[config.mk]
export PLATFORM = sky130hd
export DESIGN_NAME = pixel_sink
export DESIGN_NICKNAME = d
export VERILOG_FILES = /design/src/rtl/pixel_pkg.sv /design/src/rtl/pixel_fifo.sv /design/src/rtl/pixel_sink.sv
export SDC_FILE = /design/constraint.sdc
export NUM_CORES = 1
export LEC_CHECK = 0
export BUFFER_PORTS_ARGS = -buffer_cell sky130_fd_sc_hd__buf_2
export CAP_MARGIN = 20
export CELL_PAD_IN_SITES_DETAIL_PLACEMENT = 1
export CELL_PAD_IN_SITES_GLOBAL_PLACEMENT = 1
export CORE_AREA = 10 10 141 143
export CTS_BUF_LIST = sky130_fd_sc_hd__clkbuf_8
export CTS_CLUSTER_SIZE = 30
export DETAILED_ROUTE_END_ITERATION = 8
export DIE_AREA = 0 0 151 153
export PLACE_DENSITY = 0.71
export SETUP_SLACK_MARGIN = 0.3
export SYNTH_ARGS = -nofsm -noshare
export SYNTH_HDL_FRONTEND = slang
export SYNTH_SLANG_ARGS = --single-unit
[constraint.sdc]
create_clock -name Clock -period 3.65 [get_ports Clock]
set_input_delay 0.365 -clock Clock [delete_from_list [all_inputs] [get_ports Clock]]
set_output_delay 0.365 -clock Clock [all_outputs]
set_load 0.05 [all_outputs]
[src/rtl/pixel_pkg.sv]
// ============================================================================
// pixel_pkg : shared screen geometry, pixel entry type and address helper
// Rev 1.0   : initial release
// ============================================================================
`default_nettype none

package pixel_pkg;

   localparam int WIDTH  = 160;
   localparam int HEIGHT = 120;
   localparam int XW     = 8;
   localparam int YW     = 7;
   localparam int CW     = 3;
   localparam int AW     = 15;
   localparam int PIX_W  = YW + XW + CW + 1;

   typedef struct packed {
      logic [YW-1:0] row;
      logic [XW-1:0] x;
      logic [CW-1:0] colour;
      logic          last;
   } pixel_t;

   // row*160 + x without a multiplier: 160 = 128 + 32
   function automatic logic [AW-1:0] pix_addr(input logic [YW-1:0] row,
                                              input logic [XW-1:0] col);
      logic [AW-1:0] r;
      r = AW'(row);
      return (r << 7) + (r << 5) + AW'(col);
   endfunction

endpackage

`default_nettype wire

[src/rtl/pixel_fifo.sv]
// ============================================================================
// pixel_fifo : synchronous FIFO of DEPTH entries (DEPTH a power of two, >= 2)
// Rev 1.0    : initial release
// ============================================================================
`default_nettype none

module pixel_fifo
   import pixel_pkg::*;
#(
   parameter int DEPTH = 4,
   parameter int DW    = PIX_W
) (
   input  logic                       clk,
   input  logic                       rst_n,
   input  logic                       push,
   input  logic                       pop,
   input  logic [DW-1:0]              wdata,
   output logic [DW-1:0]              rdata,
   output logic                       full,
   output logic                       empty,
   output logic [$clog2(DEPTH):0]     count
);

   localparam int PTR_W = $clog2(DEPTH);
   localparam int CNT_W = PTR_W + 1;
   localparam logic [CNT_W-1:0] FULL_CNT = CNT_W'(DEPTH);

   logic [DW-1:0]    mem_q [DEPTH];
   logic [DW-1:0]    mem_d [DEPTH];
   logic [PTR_W-1:0] wr_ptr_q, wr_ptr_d;
   logic [PTR_W-1:0] rd_ptr_q, rd_ptr_d;
   logic [CNT_W-1:0] count_q, count_d;

   always_comb begin
      mem_d    = mem_q;
      wr_ptr_d = wr_ptr_q;
      rd_ptr_d = rd_ptr_q;
      count_d  = count_q;
      if (push) begin
         mem_d[wr_ptr_q] = wdata;
         wr_ptr_d        = wr_ptr_q + 1'b1;
      end
      if (pop) begin
         rd_ptr_d = rd_ptr_q + 1'b1;
      end
      case ({push, pop})
         2'b10:   count_d = count_q + 1'b1;
         2'b01:   count_d = count_q - 1'b1;
         default: count_d = count_q;
      endcase
   end

   always_ff @(posedge clk or negedge rst_n) begin
      if (!rst_n) begin
         for (int i = 0; i < DEPTH; i++) begin
            mem_q[i] <= '0;
         end
         wr_ptr_q <= '0;
         rd_ptr_q <= '0;
         count_q  <= '0;
      end else begin
         mem_q    <= mem_d;
         wr_ptr_q <= wr_ptr_d;
         rd_ptr_q <= rd_ptr_d;
         count_q  <= count_d;
      end
   end

   assign rdata = mem_q[rd_ptr_q];
   assign full  = (count_q == FULL_CNT);
   assign empty = (count_q == '0);
   assign count = count_q;

endmodule

`default_nettype wire

[src/rtl/pixel_sink.sv]
// ============================================================================
// pixel_sink : buffers pixel plots, applies vertical scroll, writes frame buffer
// Rev 1.0    : initial release
// ============================================================================
`default_nettype none

module pixel_sink
   import pixel_pkg::*;
#(
   parameter int DEPTH = 4
) (
   input  logic          Clock,
   input  logic          Resetn,
   input  logic [XW-1:0] x,
   input  logic [YW-1:0] y,
   input  logic [CW-1:0] colour,
   input  logic          plot,
   input  logic [YW-1:0] scroll,
   input  logic          scroll_load,
   output logic [AW-1:0] mem_addr,
   output logic [CW-1:0] mem_data,
   output logic          mem_we,
   input  logic          mem_ready,
   output logic          busy,
   output logic          frame_done,
   output logic          overflow,
   output logic          range_err
);

   localparam int CNT_W = $clog2(DEPTH) + 1;

   logic [YW-1:0]    offset_q, offset_d;
   logic [AW-1:0]    mem_addr_q, mem_addr_d;
   logic [CW-1:0]    mem_data_q, mem_data_d;
   logic             mem_we_q, mem_we_d;
   logic             last_q, last_d;
   logic             frame_done_q, frame_done_d;
   logic             overflow_q, overflow_d;
   logic             range_err_q, range_err_d;

   logic             in_range, room, push, pop;
   logic             fifo_full, fifo_empty;
   logic [CNT_W-1:0] fifo_count;
   logic [7:0]       row_sum;
   logic [YW-1:0]    row_eff;
   pixel_t           in_pix, head_pix;
   logic [PIX_W-1:0] head_bits;

   always_comb begin
      in_range = (x < XW'(WIDTH)) && (y < YW'(HEIGHT));
      // Both operands are below 120, so one subtract folds the sum back on screen
      row_sum  = {1'b0, y} + {1'b0, offset_q};
      row_eff  = (row_sum >= 8'(HEIGHT)) ? YW'(row_sum - 8'(HEIGHT)) : row_sum[YW-1:0];

      in_pix.row    = row_eff;
      in_pix.x      = x;
      in_pix.colour = colour;
      in_pix.last   = (x == XW'(WIDTH - 1)) && (y == YW'(HEIGHT - 1));

      head_pix = pixel_t'(head_bits);
      pop      = !fifo_empty && (!mem_we_q || mem_ready);
      room     = !fifo_full || pop;
      push     = plot && in_range && room;
   end

   always_comb begin
      offset_d     = offset_q;
      mem_addr_d   = mem_addr_q;
      mem_data_d   = mem_data_q;
      mem_we_d     = mem_we_q;
      last_d       = last_q;

      if (scroll_load) begin
         offset_d = (scroll >= YW'(HEIGHT)) ? scroll - YW'(HEIGHT) : scroll;
      end

      if (pop) begin
         mem_addr_d = pix_addr(head_pix.row, head_pix.x);
         mem_data_d = head_pix.colour;
         mem_we_d   = 1'b1;
         last_d     = head_pix.last;
      end else if (mem_we_q && mem_ready) begin
         mem_we_d = 1'b0;
      end

      frame_done_d = mem_we_q && mem_ready && last_q;
      overflow_d   = overflow_q  | (plot && in_range && !room);
      range_err_d  = range_err_q | (plot && !in_range);
   end

   always_ff @(posedge Clock or negedge Resetn) begin
      if (!Resetn) begin
         offset_q     <= '0;
         mem_addr_q   <= '0;
         mem_data_q   <= '0;
         mem_we_q     <= 1'b0;
         last_q       <= 1'b0;
         frame_done_q <= 1'b0;
         overflow_q   <= 1'b0;
         range_err_q  <= 1'b0;
      end else begin
         offset_q     <= offset_d;
         mem_addr_q   <= mem_addr_d;
         mem_data_q   <= mem_data_d;
         mem_we_q     <= mem_we_d;
         last_q       <= last_d;
         frame_done_q <= frame_done_d;
         overflow_q   <= overflow_d;
         range_err_q  <= range_err_d;
      end
   end

   pixel_fifo #(
      .DEPTH (DEPTH),
      .DW    (PIX_W)
   ) u_fifo (
      .clk   (Clock),
      .rst_n (Resetn),
      .push  (push),
      .pop   (pop),
      .wdata (in_pix),
      .rdata (head_bits),
      .full  (fifo_full),
      .empty (fifo_empty),
      .count (fifo_count)
   );

   assign mem_addr   = mem_addr_q;
   assign mem_data   = mem_data_q;
   assign mem_we     = mem_we_q;
   assign busy       = (fifo_count != '0) || mem_we_q;
   assign frame_done = frame_done_q;
   assign overflow   = overflow_q;
   assign range_err  = range_err_q;

endmodule

`default_nettype wire

======== Word-level counts from Yosys, hierarchy flattened ========
Index checks and enable logic that the tools add are counted.
cells by class
  add/subtract/negate cells ............... 9
  $lt $le $gt $ge ......................... 7
  eq/ne operators ......................... 5
  multiplexer cells ....................... 11
  bitwise logic cells ..................... 4
  reductions and logical operators ........ 22
operators with widths
  kind                                                                number
  bitwise mux 76 bit                                                  1
  two-way mux 19 bit                                                  3
  binary-select mux 19 bit (select 2 bit)                             1
  demux 19 bit (select 2 bit)                                         1
  adder 14 x 12 -> 15 bit                                             1
  adder 15 x 8 -> 15 bit                                              1
  two-way mux 7 bit                                                   2
  subtractor 7 bit (second input constant)                            2
  logical AND 1 bit                                                   10
  adder 7 x 7 -> 8 bit                                                1
  equality test 8 bit (second input constant)                         1
  greater-or-equal comparator 8 x 7 -> 1 bit (second input constant)  1
  < comparator 8 bit (second input constant)                          1
  equality test 7 bit (second input constant)                         1
  greater-or-equal comparator 7 bit (second input constant)           1
  < comparator 7 bit (second input constant)                          1
  greater-or-equal comparator 3 bit (second input constant)           2
  NOT 2 -> 3 bit                                                      2
  case mux 3 bit (2 select lines)                                     1
  logical NOT 1 bit                                                   5
  adder 2 x 1 -> 2 bit (second input constant)                        2
  nonzero test 2 bit                                                  2
  adder 3 x 1 -> 3 bit (second input constant)                        1
  equality test 3 bit (second input constant)                         1
  other kinds (9)                                                     13
storage, ports and cells
  register bits after elaboration ......... 113
  bits of input ports ..................... 30
  output and inout bits ................... 23
  word-level logic and storage cells ...... 73

======== Depth between registers and ports, before layout ========
  word-level depth ........................ 7
  depth in mapped cells ................... 13
  mapped depth without buffers ............ 11

======== Hierarchy ========
From an unflattened synthesis, not the netlist that was laid out.
unflattened totals
  cells, all modules ...................... 428
  area total of the unflattened synthesis .. 5865.6 um^2
by module, submodules not included
  module      times used  cells each  area an instance (um^2)  sequential area each (um^2)
  pixel_fifo  1           216         3925.0                   2077.0
  pixel_sink  1           212         1940.6                   750.7

======== Least setup slack after synthesis ========
OpenSTA, ideal clock, no wires.
  kind .................................... reg-to-reg
  start point ............................. register u_fifo.rd_ptr_q[1]
  end point ............................... register mem_addr_q[13], in the netlist mem_addr[13]
  library setup time ...................... 0.136 ns
  arrival ................................. 3.147 ns
  data required time ...................... 3.514 ns
  path slack .............................. 0.368 ns
  cell stages (with the launch flop) ...... 14
  path buffers ............................ 2
  cells stage by stage .................... dfrtp_1 clkbuf_1 clkbuf_1 mux4_2 inv_1 fa_1 inv_1 ha_1 a21o_1 a21oi_1 o21ai_0 a31oi_1 xor2_1 o21ai_0
on the way
  cells in the longest elaborated chain, start to end .. 6
RTL lines
  item                                                      RTL line           text
  start, declared                                           pixel_fifo.sv:31   logic [PTR_W-1:0] rd_ptr_q, rd_ptr_d;
  start signal, assigned                                    pixel_fifo.sv:64   rd_ptr_q <= rd_ptr_d;
  NOT 2 -> 3 bit (not written as such) *                    pixel_fifo.sv:69   assign rdata = mem_q[rd_ptr_q];
  binary-select mux 19 bit (select 2 bit) *                 pixel_fifo.sv:69
  two-way mux 19 bit (not written as such) * (2 in series)  pixel_fifo.sv:69
  adder 14 x 12 -> 15 bit                                   pixel_pkg.sv:29    return (r << 7) + (r << 5) + AW'(col);
  adder 15 x 8 -> 15 bit *                                  pixel_pkg.sv:29
  end signal, assigned                                      pixel_sink.sv:103  mem_addr_q <= mem_addr_d;
  end, declared                                             pixel_sink.sv:33   logic [AW-1:0] mem_addr_q, mem_addr_d;
Mark *: on every way between the ends. The rest lies on a longest branch, timed or not. The select of a mux whose other input is x is not followed.
A chain may end at the register's enable or synchronous reset.

======== Final worst setup path ========
  start point ............................. register u_fifo.rd_ptr_q[0]
  end point ............................... register mem_addr_q[13], in the netlist mem_addr[13]
Same word-level chain as after synthesis.

==> summary.txt <==
Outcome
  • Status: finished, final reports clean

Placement
  • Placed cell area: 6320 um^2
  • HPWL reported at the end of detailed placement: 10.8 mm
  • Placer congestion estimate: 0.785
  • I/O Buffers: 52

STA
  • RSZ-0062 raised after global routing: false
  • Slew @ Worst Pin: 0.799 ns
  • Final Hold Fails: 0
  • Fin. max-slew vios: 0
  • Final Cycle Share: 0.845
  • Fmax: 0.324 GHz
  • Max-Slew Margin vs Limit: 0.466
  • Clock period minus worst slack: 3.08 ns
  • Setup Skew: 0.0104 ns
  • Final setup TNS: 0 ns
  • Final setup viols: 0

Logic synthesis
  • Synth Area in Compound Gates: 0.0844
  • Number of enable flip-flop cells after synthesis: 0
  • Largest area contributor in the netlist: dfrtp_1
  • Main combinational cell family by area after synthesis: multiplexers
  • Syn Inst Count: 493
  • Primary FF master, synth: dfrtp_1
  • Synthesis warning total: 0
  • Sequential-to-total area share from yosys stat: 0.484
  • Synth Net Count: 554
  • Post-synthesis adder-cell area fraction: 0.0715
  • Mux contribution to synthesized area: 0.194
  • Unique cell type count in the Yosys netlist: 51
  • Avg Cell Area, Syn: 11.9 um^2
  • Mapped Area: 5840 um^2
  • Yosys top cell area share: 0.484
  • Asr flop ratio synth: 1.00
  • Synth Register Bits: 113
  • Main area contributors after synthesis: dfrtp_1, mux2_2, mux4_2
  • Synth Area in XOR/XNOR: 0.0265
  • Simple-gate share of the synthesized area: 0.106

Detailed routing
  • 1st-iter DRT viols: 115
  • Router iterations before antenna repair: 4
  • Total Wirelength: 14.5 mm
  • Post-DRT Antenna Nets: 0
  • DRC: 0
  • WL/cell: 18.4 um
  • Vias: 4029
  • Vias per cell: 5.11

Critical path
  • Worst EP required: 3.97 ns
  • Startpoint Class: flip-flop
  • CP Class: reg -> reg
  • Worst EP arrival: 3.40 ns
  • CP Max Fanout: 7
  • Critical path endpoint category: flip-flop

Floorplan
  • Boundary Pins: 53
  • Die extent in x: 151 um
  • Die Area: 23100 um^2
  • Die Ht: 153 um
  • Initial core utilization: 0.343
  • Core area: 17100 um^2
  • Site Rows: 48

Clock tree
  • Clk slew on worst S/H paths: 0.08 ns
  • Clock sinks: 113
  • H-tree Lvls: 4
  • Worst skew pair latency: 0.45 ns
  • CTS buffer count: 17
  • Clock tree buffer depth: 2
  • Clock root buffer: clkbuf_8
  • CTS tree: yes

Global route
  • Largest net degree at the start of global routing: 48
  • Vias in the first global route: 4536
  • Met1 Use GR: 0.160
  • Gr ovfl total: 0
  • GRT Max-Usage Layer: met2
  • GRT Util Overall: 0.132
  • Met3 GRT Util: 0.0428
  • M2 GR Usage: 0.216
  • First-pass GRT wire length: 24.1 mm
  • Initial antenna violation count: 0

Cells and area
  • Layout Nets: 611
  • Layout cell share with drive strength beyond 1: 0.325
  • Commonest non-fill, non-tap cell in the layout: dfrtp_1
  • Ant. Diodes: 0
  • Most frequent cells in the layout: dfrtp_1, nand2_1, mux2_2, buf_2, ha_1
  • Post-Layout Inst Area: 6740 um^2
  • Layout Area Growth over Synthesis: 15.4%

Pwr
  • Pwr Total: 6.63 mW
  • Pleak: 3.05 nW
  • Peak VDD IR: 0.552 mV
  • Power Density: 983 nW/um^2

Min path
  • Worst min path class: in -> reg

Job
  • Max cap viols: 0
metrics by stage:
stage               worst slack, ns  utilization  hold WS [ns]  instances
detailed placement            0.376        0.371         0.423        752
global route                  0.363        0.395        0.0880        788
floorplan                     0.368            -        0.0694        493
finish                        0.567        0.395         0.126        788
CTS                           0.357        0.394        0.0932        785
global placement              0.509        0.371         0.403        752
sequential cells by signal, indices dropped and copies added (netlist names), 2 cells and up:
register,flops
u_fifo.count,3
mem_addr,15
offset_q,7
u_fifo.mem_q,76
u_fifo.rd_ptr_q,2
u_fifo.wr_ptr_q,2
mem_data,3
critical path: stages, from the launching register on:
cell and delay [ns]:
dfrtp_2 0.47, mux4_2 0.55, inv_1 0.09, fa_1 0.46, inv_1 0.09, ha_1 0.23
a21o_1 0.19, a21oi_1 0.28, o21ai_0 0.13, a31oi_1 0.22, xor2_1 0.16, o21ai_0 0.08
cell families (layout without fill, tap and decap cells):
| family | Yosys count | in the layout |
|---|---|---|
| AOI/OAI and AO/OA | 73 | 73 |
| xor gates and xnor gates | 16 | 16 |
| adders and majority gates | 31 | 31 |
| buffers and inverters | 47 | 117 |
| DFF | 113 | 113 |
| muxes | 82 | 82 |
| and+or+nand+nor | 131 | 131 |
worst paths after layout:
path / start / endpoint / slack (ns) / cells after the start
min in group asynchronous: Resetn / u_fifo.mem_q[67] / 0.48 / 2
hold reg to reg: range_err / range_err / 0.46 / 1
hold / removal: plot / range_err / 0.13 / 2
setup / recovery: u_fifo.rd_ptr_q[0] / mem_addr[13] / 0.57 / 11
setup reg to reg: u_fifo.rd_ptr_q[0] / mem_addr[13] / 0.57 / 11
max in group asynchronous: Resetn / u_fifo.mem_q[40] / 2.25 / 3
area by class of cell:
class                      instances  area [um^2]
fill                            1908        10300
sequential                       113         2830
multi-input combinational        333         2820
timing repair buffer              62          340
tap                              225          282
clock buffer                      17          234
clock inverter                    15          151
inverter                          23         86.3
synth_stat cells (all sizes together), types with 8 or more instances:
cell	instances
nor3	12
mux2	58
buf	16
inv	23
mux4	19
xnor2	8
o21ai	35
nor2	11
nand4	9
dfrtp	113
ha	27
xor2	8
nand2	72
clkbuf	8
where the power goes:
part | internal, mW | switching, mW | total, mW
clock network | 0.555 | 0.597 | 1.15
registers | 1.81 | 0.353 | 2.17
logic | 1.46 | 1.85 | 3.31
layer usage:
metal	vias to the layer above	wire (um)	part of all wire
met2	73	7320	0.51
met5	-	0	0
met3	15	711	0.049
met1	2070	6260	0.43
li1	1871	-	-
met4	0	191	0.013
repair_timing:
| item | CTS | global route |
|---|---|---|
| hold endpoints to repair | 45 | 0 |
| buffers inserted | 0 | 3 |
| gates resized for setup | 0 | 1 |
| endpoints found under the setup margin | 0 | 4 |
| hold buffers | 1 | 0 |
Power figures use the tool's default switching activity.
